$ cat src/rtl/uart_tx_fifo.sv
// uart_tx_fifo: transmit half of the memory-mapped UART.
// CPU stores to the UART data word are buffered in a small FIFO and
// serialised as 8N1 frames on uart_tx. uart_busy is polled by putc.
module uart_tx_fifo #(
   parameter int unsigned CLK_FREQ_HZ = 12000000,
   parameter int unsigned BAUD_RATE   = 115200,
   parameter int unsigned FIFO_DEPTH  = 4
) (
   input  logic       clk,
   input  logic       resetn,
   input  logic       uart_wr,
   input  logic [7:0] uart_wdata,
   output logic       uart_busy,
   output logic       uart_full,
   output logic       uart_overflow,
   output logic       uart_tx
);

   localparam int unsigned DIV   = CLK_FREQ_HZ / BAUD_RATE;
   localparam int unsigned BC_W  = (DIV > 1) ? $clog2(DIV) : 1;
   localparam int unsigned PTR_W = (FIFO_DEPTH > 1) ? $clog2(FIFO_DEPTH) : 1;
   localparam int unsigned CNT_W = PTR_W + 1;

   localparam logic [BC_W-1:0]  BC_LAST  = BC_W'(DIV - 1);
   localparam logic [CNT_W-1:0] CNT_FULL = CNT_W'(FIFO_DEPTH);

   typedef enum logic [1:0] {
      IDLE  = 2'd0,
      START = 2'd1,
      DATA  = 2'd2,
      STOP  = 2'd3
   } state_t;

   // FIFO storage and bookkeeping
   logic [7:0]       mem [FIFO_DEPTH];
   logic [PTR_W-1:0] wr_ptr;
   logic [PTR_W-1:0] rd_ptr;
   logic [CNT_W-1:0] count;
   logic             overflow_q;

   // Serialiser state
   state_t           state;
   logic [BC_W-1:0]  bc;
   logic [2:0]       bit_idx;
   logic [7:0]       shift;
   logic             tx_q;

   // Decoded control
   logic             push;
   logic             pop;
   logic             tick;
   logic [7:0]       head;

   // Push/pop decisions use the pre-edge count; a pop never frees a slot
   // for a write arriving on the same edge.
   always_comb begin
      push = uart_wr && (count != CNT_FULL);
      tick = (bc == BC_LAST);
      pop  = (count != '0) && ((state == IDLE) || ((state == STOP) && tick));
      head = mem[rd_ptr];
   end

   // FIFO storage, pointers, occupancy and sticky overflow flag
   always_ff @(posedge clk or negedge resetn) begin
      if (!resetn) begin
         for (int unsigned i = 0; i < FIFO_DEPTH; i++) begin
            mem[PTR_W'(i)] <= '0;
         end
         wr_ptr     <= '0;
         rd_ptr     <= '0;
         count      <= '0;
         overflow_q <= 1'b0;
      end else begin
         if (push) begin
            mem[wr_ptr] <= uart_wdata;
            wr_ptr      <= wr_ptr + 1'b1;
         end
         if (pop) begin
            rd_ptr <= rd_ptr + 1'b1;
         end
         case ({push, pop})
            2'b10:   count <= count + 1'b1;
            2'b01:   count <= count - 1'b1;
            default: count <= count;
         endcase
         if (uart_wr && !push) begin
            overflow_q <= 1'b1;
         end
      end
   end

   // 8N1 frame sequencer with registered serial output
   always_ff @(posedge clk or negedge resetn) begin
      if (!resetn) begin
         state   <= IDLE;
         bc      <= '0;
         bit_idx <= '0;
         shift   <= '0;
         tx_q    <= 1'b1;
      end else begin
         case (state)
            IDLE: begin
               tx_q <= 1'b1;
               bc   <= '0;
               if (pop) begin
                  shift <= head;
                  state <= START;
                  tx_q  <= 1'b0;
               end
            end
            START: begin
               if (tick) begin
                  bc      <= '0;
                  bit_idx <= '0;
                  state   <= DATA;
                  tx_q    <= shift[0];
               end else begin
                  bc <= bc + 1'b1;
               end
            end
            DATA: begin
               if (tick) begin
                  bc      <= '0;
                  shift   <= shift >> 1;
                  bit_idx <= bit_idx + 1'b1;
                  if (bit_idx == 3'd7) begin
                     state <= STOP;
                     tx_q  <= 1'b1;
                  end else begin
                     // next bit is presented in the same edge the shift happens
                     tx_q <= shift[1];
                  end
               end else begin
                  bc <= bc + 1'b1;
               end
            end
            STOP: begin
               if (tick) begin
                  bc <= '0;
                  if (pop) begin
                     shift <= head;
                     state <= START;
                     tx_q  <= 1'b0;
                  end else begin
                     state <= IDLE;
                     tx_q  <= 1'b1;
                  end
               end else begin
                  bc <= bc + 1'b1;
               end
            end
            default: begin
               state <= IDLE;
               tx_q  <= 1'b1;
            end
         endcase
      end
   end

   // Status outputs decoded from registers only
   always_comb begin
      uart_tx       = tx_q;
      uart_overflow = overflow_q;
      uart_full     = (count == CNT_FULL);
      uart_busy     = (count != '0) || (state != IDLE);
   end

endmodule
$ cat config.mk
export PLATFORM = sky130hd
export DESIGN_NAME = uart_tx_fifo
export DESIGN_NICKNAME = d
export VERILOG_FILES = /design/src/rtl/uart_tx_fifo.sv
export SDC_FILE = /design/constraint.sdc
export NUM_CORES = 1
export LEC_CHECK = 0
export CORE_MARGIN = 3
export CORE_UTILIZATION = 57
export DETAILED_ROUTE_END_ITERATION = 8
export DONT_BUFFER_PORTS = 1
export PLACE_DENSITY = 0.83
export SETUP_SLACK_MARGIN = 0.4
export SLEW_MARGIN = 20
export SYNTH_ARGS = -nofsm -noshare
export SYNTH_HDL_FRONTEND = slang
export SYNTH_SLANG_ARGS = --single-unit
$ cat constraint.sdc
create_clock -name clk -period 2.4 [get_ports clk]
set_input_delay 0.6 -clock clk [delete_from_list [all_inputs] [get_ports clk]]
set_output_delay 0.6 -clock clk [all_outputs]
set_load 0.01 [all_outputs]
**Yosys cells after proc, flatten, opt, wreduce, memory -nomap -nowiden**

Cells that the tools add are included.

- Word-level logic and storage cells: 86
- Flip-flop bits (word level): 61

- Add/sub/neg operators: 6
- Mux-type cells: 29
- Equality and inequality tests: 14
- Reductions and logical operators: 19
- Bitwise gates (word level): 2
- $lt $le $gt $ge: 3

Operator list:

| kind | number |
|---|---|
| 8-bit 2-to-1 mux | 6 |
| 32-bit bitwise mux | 1 |
| 8-bit case mux with 3 select lines | 1 |
| 8-bit binary-select mux with 2-bit select | 1 |
| 8-bit demux with 2-bit select | 1 |
| 7-bit case mux with 2 select lines | 1 |
| 3-bit case mux with 2 select lines | 2 |
| 2-bit 2-to-1 mux | 5 |
| 2-bit inequality test (second input constant) | 5 |
| 3-bit AND reduction | 3 |
| 2-bit case mux with 4 select lines | 1 |
| 7-bit by 1-bit adder with 7-bit output (second input constant) | 1 |
| 7-bit == test (second input constant) | 1 |
| 7-bit 2-to-1 mux | 1 |
| 3-bit by 1-bit adder with 3-bit output (second input constant) | 2 |
| 2-bit == test (second input constant) | 3 |
| 3-bit == test (second input constant) | 2 |
| 3-bit greater-or-equal comparator (second input constant) | 2 |
| 1-bit 2-to-1 mux | 6 |
| 3-bit 2-to-1 mux | 2 |
| 2-bit NOT with 3-bit output | 2 |
| 2-bit nonzero test | 3 |
| 3-bit nonzero test | 2 |
| 1-bit logical AND | 5 |
| 11 further kinds | 14 |

**Longest topological paths before layout**

Gate-level depths: netlist (run 1).

- Depth in word-level cells: 7
- Depth in mapped cells: 11
- Gate-level depth less buffers: 10

**Least setup slack after synthesis (run 1)**

OpenSTA, ideal clock, no wires.

- Path kind: register -> register
- Start: register state[1]
- End: register count[2]
- Slack: 140 ps
- Cell stages (with the launch flop): 12
- Arrival time: 2180 ps
- Path buffers: 1
- Path through: dfrtp_1 inv_1 ha_1 clkbuf_1 a31oi_1 nor2_1 ha_1 inv_1 fa_1 xor2_1 nor2_1 xor2_1

- Longest elaborated chain between the ends: 6

Ends and longest elaborated chain:

| what | line | text |
|---|---|---|
| start: declaration | 42 | `state_t state;` |
| start signal: assignment | 95 | `state <= IDLE;` |
| start signal: assignment | 107 | `state <= START;` |
| start signal: assignment | 115 | `state <= DATA;` |
| 2-bit == test | 59 | `pop = (count != '0) && ((state == IDLE) \|\| ((state == STOP) && tick));` |
| 1-bit logical AND | 59 |  |
| 1-bit logical OR (*) | 59 |  |
| 1-bit logical AND (*) | 59 |  |
| 2-bit by 1-bit == test with 1-bit output or 2-bit == test (tied branches) | 81 | `case ({push, pop})` |
| 3-bit case mux with 2 select lines or 2-bit nonzero test (tied branches) | - |  |
| end signal: assignment | 82 | `2'b10: count <= count + 1'b1;` |
| end signal: assignment | 83 | `2'b01: count <= count - 1'b1;` |
| end signal: assignment | 84 | `default: count <= count;` |
| end: declaration | 38 | `logic [CNT_W-1:0] count;` |

Every way passes the cells marked *; elsewhere a longest branch is shown, timed or not.
A chain may end at the register's enable or synchronous reset.

**Final worst setup path (run 1)**

- Start: register bc[3]
- End: register count[2]

- Longest elaborated chain between the ends: 6

Ends and longest elaborated chain:

| what | line | text |
|---|---|---|
| start: declaration | 43 | `logic [BC_W-1:0] bc;` |
| start signal: assignment | 118 | `bc <= bc + 1'b1;` |
| start signal: assignment | 134 | `bc <= bc + 1'b1;` |
| start signal: assignment | 149 | `bc <= bc + 1'b1;` |
| 7-bit == test (*) | 58 | `tick = (bc == BC_LAST);` |
| 1-bit logical AND (*) | 59 |  |
| 1-bit logical OR (*) | 59 |  |
| 1-bit logical AND (*) | 59 |  |
| 2-bit by 1-bit == test with 1-bit output or 2-bit == test (tied branches) | 81 |  |
| 3-bit case mux with 2 select lines or 2-bit nonzero test (tied branches) | - |  |

Marked as above.

==> results.yml, run 1 <==
power:
  power_density_nw_per_um2: 1380
  ir_worst_vdd_v: 0.000798
  power.leakage_uw: 0.00155
critical_path:
  startpoint_type: "flop"
  crit_required_ns: 2.66
  crit_path_end_kind: "flop"
  crit_arrival_ns: 2.32
  path_max_fanout: 7
  r2r_cells: 9
  crit_type: "reg2reg"
timing:
  finalWorstSetupSlack_ns: 0.343
  min_period_ns: 2.06
  slew_headroom_pct: 75.3
  fin_skew_ns: 0.00673
  slew_violations: 0
  rsz0062_at_grt: "yes"
  tightest_slew_ns: 0.370
  setup_viol: 0
  hold_viol: 0
  setup_tns_ns: 0
  fmax_ghz: 0.486
  period_share_pct: 85.7
synthesis:
  ys_seq_area_share_pct: 49.7
  yosysWarningCount: 0
  synth_cell_types: 38
  synthCells: 223
  syn_avg_cell_area_um2: 13.8
  synth_seq_cells: 61
  syn-cell-area_um2: 3070
  syn_nets: 249
flow_run:
  drv_cap: 0
clock_tree:
  cts_tree: "built"
  clock_sinks: 61
  clk_latency_ns: 0.34
  path_clk_slew_ns: 0.06
  numCtsBuffers: 9
  htreeDepth: 3
  cts_buffer_depth: 2
  cts_root_buf: "clkbuf_8"
placement:
  gp_congestion: 0.747
  place_worst_setup_slack_ns: 0.159
  dp_hpwl_um: 3490
  port-buffer-count: 0
die:
  initial_core_util_pct: 59.4
  ios: 15
  fp.dieW_um: 79.4
  num_rows: 26
  die_y_um: 79.4
  core_um2: 5170
  die_area_um2: 6310
detailed_routing:
  drc: 0
  dr.first_iter.drc_count: 61
  dr.pass1.iters: 4
  wl_per_cell_um: 17.6
  wl_um: 5600
  viasPerCell: 5.88
  ant_nets: 0
  vias: 1871
finish:
  diodes: 0
  nFillCells: 334
  layout-drive-gt1-share_pct: 44.8
  final_common_cell: "dfrtp_1"
  nets: 269
  area_growth_syn_to_layout_pct: 16.2
  layout_common_cells: "dfrtp_1, mux2_2, buf_4"
grt:
  track_usage_pct: 20.4
  grt_overflow: 0
  grt_busiest_layer: "met2"
  met1_usage_pct: 25.8
  grt_pass1_wl_um: 9630
  grt_pass1_vias: 1943
  antenna_found_initial: 0
  grt_max_degree: 62
  grt_use_met2_pct: 31.9
  grt.met3_usage_pct: 6.09
outcome:
  status: "finished, final reports clean"
min_path:
  hp-class: "in2async"
## through the flow
stage               util (%)  instances  hold WS [ns]  cell area, um^2  power, uW
finish                  69.0        318         0.101             3570       4910
global route            69.0        318        0.0797             3570       5250
CTS                     67.7        315       -0.0635             3500       4840
detailed placement      61.1        289         0.307             3160       3710
global placement        61.1        289         0.307             3160       3620
floorplan                  -        223         0.304             3110       3370
## state kept, by name, indices dropped and copies added (netlist names), 2 cells and up
register  flops
state         2
rd_ptr        2
bit_idx       3
bc            7
wr_ptr        2
count         3
mem          32
shift         8
## worst max-delay path: stages, from the launching register on
cell and delay (ns):
dfrtp_2 0.46, nor3b_4 0.28, a31oi_4 0.13, nor2_2 0.13, ha_2 0.20, inv_2 0.04, fa_2 0.33, xor2_1 0.14
nor2_1 0.12, xor2_1 0.15
## power breakdown
group          internal (uW)  switching [uW]
clock network            505             389
logic                   1250             848
registers               1520             395
total                   3280            1630
## layer usage
layer	routed length [um]	vias up	share of wire [%]
met5	0	-	0
met4	119	0	2.1
met3	178	11	3.2
met2	2860	27	51
met1	2440	975	44
li1	-	858	-
## what timing repair did
item,4_1_cts,5_1_grt
pin swaps,7,3
endpoints found under the setup margin,10,11
endpoints found under the hold margin,60,60
setup buffers,10,2
gates resized for setup,13,8
## kinds of logic after synthesis
| kind of cell | Yosys count | share of synthesized area (%) |
|---|---|---|
| xor+xnor | 10 | 2.85 |
| simple gates | 38 | 7.29 |
| buf+inv | 17 | 2.81 |
| mux | 58 | 25.0 |
| flops | 61 | 49.7 |
| fa+ha+maj | 15 | 6.35 |
| compound gates | 24 | 5.95 |
## final cells by class
class / instances / area (um^2) / area share [%]
inverter: 11 / 41.3 / 1.16
multi-input combinational: 145 / 1560 / 43.8
timing repair buffer: 15 / 149 / 4.17
clock inverter: 4 / 47.5 / 1.33
sequential: 61 / 1530 / 43.0
tap: 70 / 87.6 / 2.45
clock buffer: 12 / 145 / 4.07
## cell usage after synthesis
cell      instances  area share (%)
a21o_1            2            0.49
a21oi_1           1            0.16
a21oi_4           1            0.53
a22o_1            5             1.4
a31oi_1           1            0.20
a41oi_1           2            0.57
and2b_2           1            0.29
and3_1            2            0.41
and3_2            1            0.24
buf_2             2            0.33
clkbuf_1          2            0.24
clkbuf_8          2            0.90
dfrtp_1          60              49
dfstp_2           1            0.86
fa_1              1            0.65
ha_1             14             5.7
inv_1            11             1.3
mux2_2           49              18
mux2i_1           1            0.33
mux4_1            7             6.0
mux4_2            1            0.73
nand2_1           6            0.73
nand2_2           4            0.81
nand3_1           4            0.65
nor2_1            5            0.61
nor2b_1           3            0.61
nor3_1            4            0.65
nor3_2            1            0.33
nor3b_1           5             1.2
o211ai_1          1            0.24
o21ai_0           6            0.98
o22ai_1           1            0.20
o31a_2            2            0.65
o31ai_1           2            0.49
or3b_2            1            0.29
or4b_4            1            0.45
xnor2_1           4             1.1
xor2_1            6             1.7
## final timing paths
path                       startpoint       endpoint  slack (ns)
max reg2reg                     bc[3]       count[2]        0.34
min in group clk              uart_wr  uart_overflow        0.38
min                            resetn        uart_tx        0.10
max                             bc[3]       count[2]        0.34
min reg2reg                    mem[6]         mem[6]        0.50
max in group asynchronous      resetn       state[0]        2.00
Note: power is estimated with default switching activity, not from simulation.
==> run 2: changes to the inputs <==
- CORE_UTILIZATION: 57 -> 62
- GPL_TIMING_DRIVEN: unset -> 0
- PLACE_DENSITY: 0.83 -> 0.86
- clock period: 2.4 -> 2 ns (I/O delays scaled with it)
==> results.yml, run 2 <==
synthesis:
  syn-cell-area_um2: 3070
  yosys-top-cells-count: "dfrtp_1, mux2_2, ha_1"
  synthArstFlopShare_pct: 100
  ys_seq_area_share_pct: 49.7
  synth_seq_cells: 61
  yosysMostFrequentCell: "dfrtp_1"
  ys_top_cells_by_area: "dfrtp_1, mux2_2, mux4_1, ha_1, xor2_1"
  ys.flop_type: "dfrtp_1"
  yosysTopAreaCell: "dfrtp_1"
  synth_top_area_share_pct: 48.9
  syn_nets: 249
  synth_edf_count: 0
  synthCells: 223
  syn_avg_cell_area_um2: 13.8
  yosysWarningCount: 0
  synth_cell_types: 38
placement:
  port-buffer-count: 0
  dp_hpwl_um: 3610
  place_worst_setup_slack_ns: -0.258
  gp_congestion: 0.754
die:
  die_y_um: 76.4
  fp.dieW_um: 76.4
  num_rows: 24
  initial_core_util_pct: 67.3
  ios: 15
grt:
  antenna_found_initial: 0
  grt_max_degree: 62
outcome:
  tool.error: "[ERROR DPL-0033] detailed placement checks failed during check placement."
  stop_stage: "global routing"
  status: "aborted with a tool error"
clock_tree:
  clock_sinks: 61
  numCtsBuffers: 9
  cts_buffer_depth: 2
  cts_root_buf: "clkbuf_8"
  htreeDepth: 3
timing:
  worstEndpointType: "sequential cell input"
  worst_endpoint: "count[2]$_DFFE_PN0P_/D"
-- run 2: through the flow --
step	hold slack (ns)	TNS [ns]	cell area [um^2]	instances
2_1_floorplan	0.204	-0.631	3120	223
4_1_cts	-0.158	-0.220	4100	333
3_3_place_gp	0.207	-1.97	3200	288
3_5_place_dp	0.206	-2.15	3200	288
-- run 2: kinds of logic after synthesis --
kind of cell	synth area share, %
adders and majority gates	6.35
and+or+nand+nor	7.29
DFF	49.7
buffers and inverters	2.81
muxes	25.0
AOI/OAI and AO/OA	5.95
xor gates and xnor gates	2.85
-- run 2: what timing repair did --
action	CTS
setup buffers	29
pin swaps	20
setup endpoints to repair	51
endpoints found under the hold margin	61
gates resized for setup	94
==> run 3: changes to the inputs <==
- CORE_UTILIZATION: 62 -> 40
- PLACE_DENSITY: 0.86 -> unset
- PLACE_DENSITY_LB_ADDON: unset -> 0.15
- SETUP_SLACK_MARGIN: 0.4 -> unset
==> results.yml, run 3 (same netlist as run 1, synthesis figures left out) <==
clock_tree:
  numCtsBuffers: 9
  cts_buffer_depth: 2
  cts_root_buf: "clkbuf_8"
  htreeDepth: 3
  cts_tree: "built"
  clock_sinks: 61
  clk_latency_ns: 0.34
  path_clk_slew_ns: 0.07
timing:
  slew_violations: 0
  period_share_pct: 102
  setup_viol: 1
  holdWs_ns: 0.00469
  min_period_ns: 2.03
  tightest_slew_ns: 0.526
  slew_headroom_pct: 64.9
  finalWorstSetupSlack_ns: -0.0317
  rsz0062_at_grt: "yes"
  hold_viol: 0
  fmax_ghz: 0.492
  fin_skew_ns: 0.00578
power:
  pwr-share-seq_pct: 34.2
  swShare_pct: 32.4
  power_density_nw_per_um2: 1670
  ir_worst_vdd_v: 0.000611
  switching_power_uw: 2040
  combinationalPowerShare_pct: 46.7
  power.internal_uw: 4250
  clockPowerShare_pct: 19.1
  power_uw: 6290
  power.leakage_uw: 0.00164
critical_path:
  max_stage_delay_ns: 0.40
  crit_arrival_ns: 2.30
  crit_type: "reg2reg"
  startpoint_type: "flop"
  r2r_cells: 10
  crit_required_ns: 2.26
  cpLargestDelayFamily: "adder cells"
  slowest_stage: "dfrtp_1"
  path_cells: "ha_4 > and3_4 > a31oi_4 > nor2_2 > ha_2 > inv_2 > fa_2 > xor2_1 > nor2_1 > xor2_1"
  cp.depth: 10
  crit_path_end_kind: "flop"
  critical_path_buf_inv_count: 1
  path_max_fanout: 3
  crit_top_cell: "xor2_1"
finish:
  layout_common_cells: "dfrtp_1, mux2_2, buf_4"
  area_growth_syn_to_layout_pct: 22.9
  top_regs: "mem: 32 flops, shift: 8 flops, bc: 7 flops"
  top_register: "mem"
  largest_reg_flops: 32
  final_common_cell: "dfrtp_1"
  layout-drive-gt1-share_pct: 49.0
  nets: 282
  diodes: 0
  utilization_pct: 51.2
placement:
  place_worst_setup_slack_ns: -0.251
  dp_hpwl_um: 3620
  port-buffer-count: 0
  gp_congestion: 0.777
detailed_routing:
  wl_per_cell_um: 16.4
  dr.first_iter.drc_count: 48
  wl_um: 5900
  ant_nets: 0
  dr.pass1.iters: 4
  vias: 1869
  viasPerCell: 5.19
  drc: 0
grt:
  grt_pass1_vias: 2045
  grt_pass1_wl_um: 10100
  track_usage_pct: 15.3
  grt_max_degree: 62
  grt_overflow: 0
  antenna_found_initial: 0
die:
  num_rows: 31
  fp.dieW_um: 93.6
  ios: 15
  initial_core_util_pct: 41.7
  core_um2: 7370
  die_y_um: 93.6
  die_area_um2: 8770
flow_run:
  drv_cap: 0
outcome:
  violations: "negative setup slack"
  status: "finished, violations left"
min_path:
  hp-class: "in2async"
run 3: repair_timing:
item                                    4_1_cts  5_1_grt
gates cloned                                  0        0
endpoints found under the setup margin       10       12
hold buffers                                  1        0
pin swaps                                     9        9
hold endpoints to repair                     61        0
buffers inserted                             15        8
gates resized for setup                      27        6
run 3: area by class of cell:
class / instances / area [um^2]
Tap cell: 99 / 124
Multi-Input combinational cell: 145 / 1610
Clock buffer: 9 / 124
Clock inverter: 7 / 90.1
Sequential cell: 61 / 1540
Timing Repair Buffer: 24 / 216
Buffer: 4 / 36.3
Inverter: 11 / 43.8
Fill cell: 677 / 3590
run 3: power by group through the flow:
stage	Clock [uW]	Combinational, uW	Sequential [uW]
floorplan	0	1960	2080
CTS	1230	2830	2150
finish	1200	2940	2150
global route	1280	3230	2230
detailed placement	0	2320	2190
global placement	0	2290	2180
run 3: metrics by stage:
stage,std cells,TNS [ns],area (um^2)
floorplan,223,-0.630,3110
global placement,322,-2.27,3240
detailed placement,322,-2.41,3240
CTS,353,-0.261,3710
global route,360,-0.447,3770
finish,360,-0.0317,3770
run 3: per-layer routing:
| layer | track usage [%] | vias to the layer above | wire length (um) |
|---|---|---|---|
| li1 | - | 880 | - |
| met1 | 18.8 | 966 | 2720 |
| met2 | 25.3 | 16 | 2920 |
| met3 | 4.75 | 7 | 177 |
| met4 | 5.42 | 0 | 78 |
| met5 | 0 | - | 0 |
run 3: final timing paths:
kind | slack (ns) | endpoint | start
max | -0.03 | count[2] | bc[0]
min | 0.005 | shift[7] | resetn
max reg2reg | -0.03 | count[2] | bc[0]
min reg2reg | 0.50 | mem[27] | mem[27]
max in group asynchronous | 1.68 | uart_tx | resetn
min in group clk | 0.28 | uart_overflow | uart_wr
==> run 4: changes to the inputs <==
- CTS_CLUSTER_SIZE: unset -> 24
==> results of run 4 <==
Same layout as run 3: the final DEF is identical, and so are final timing and power.
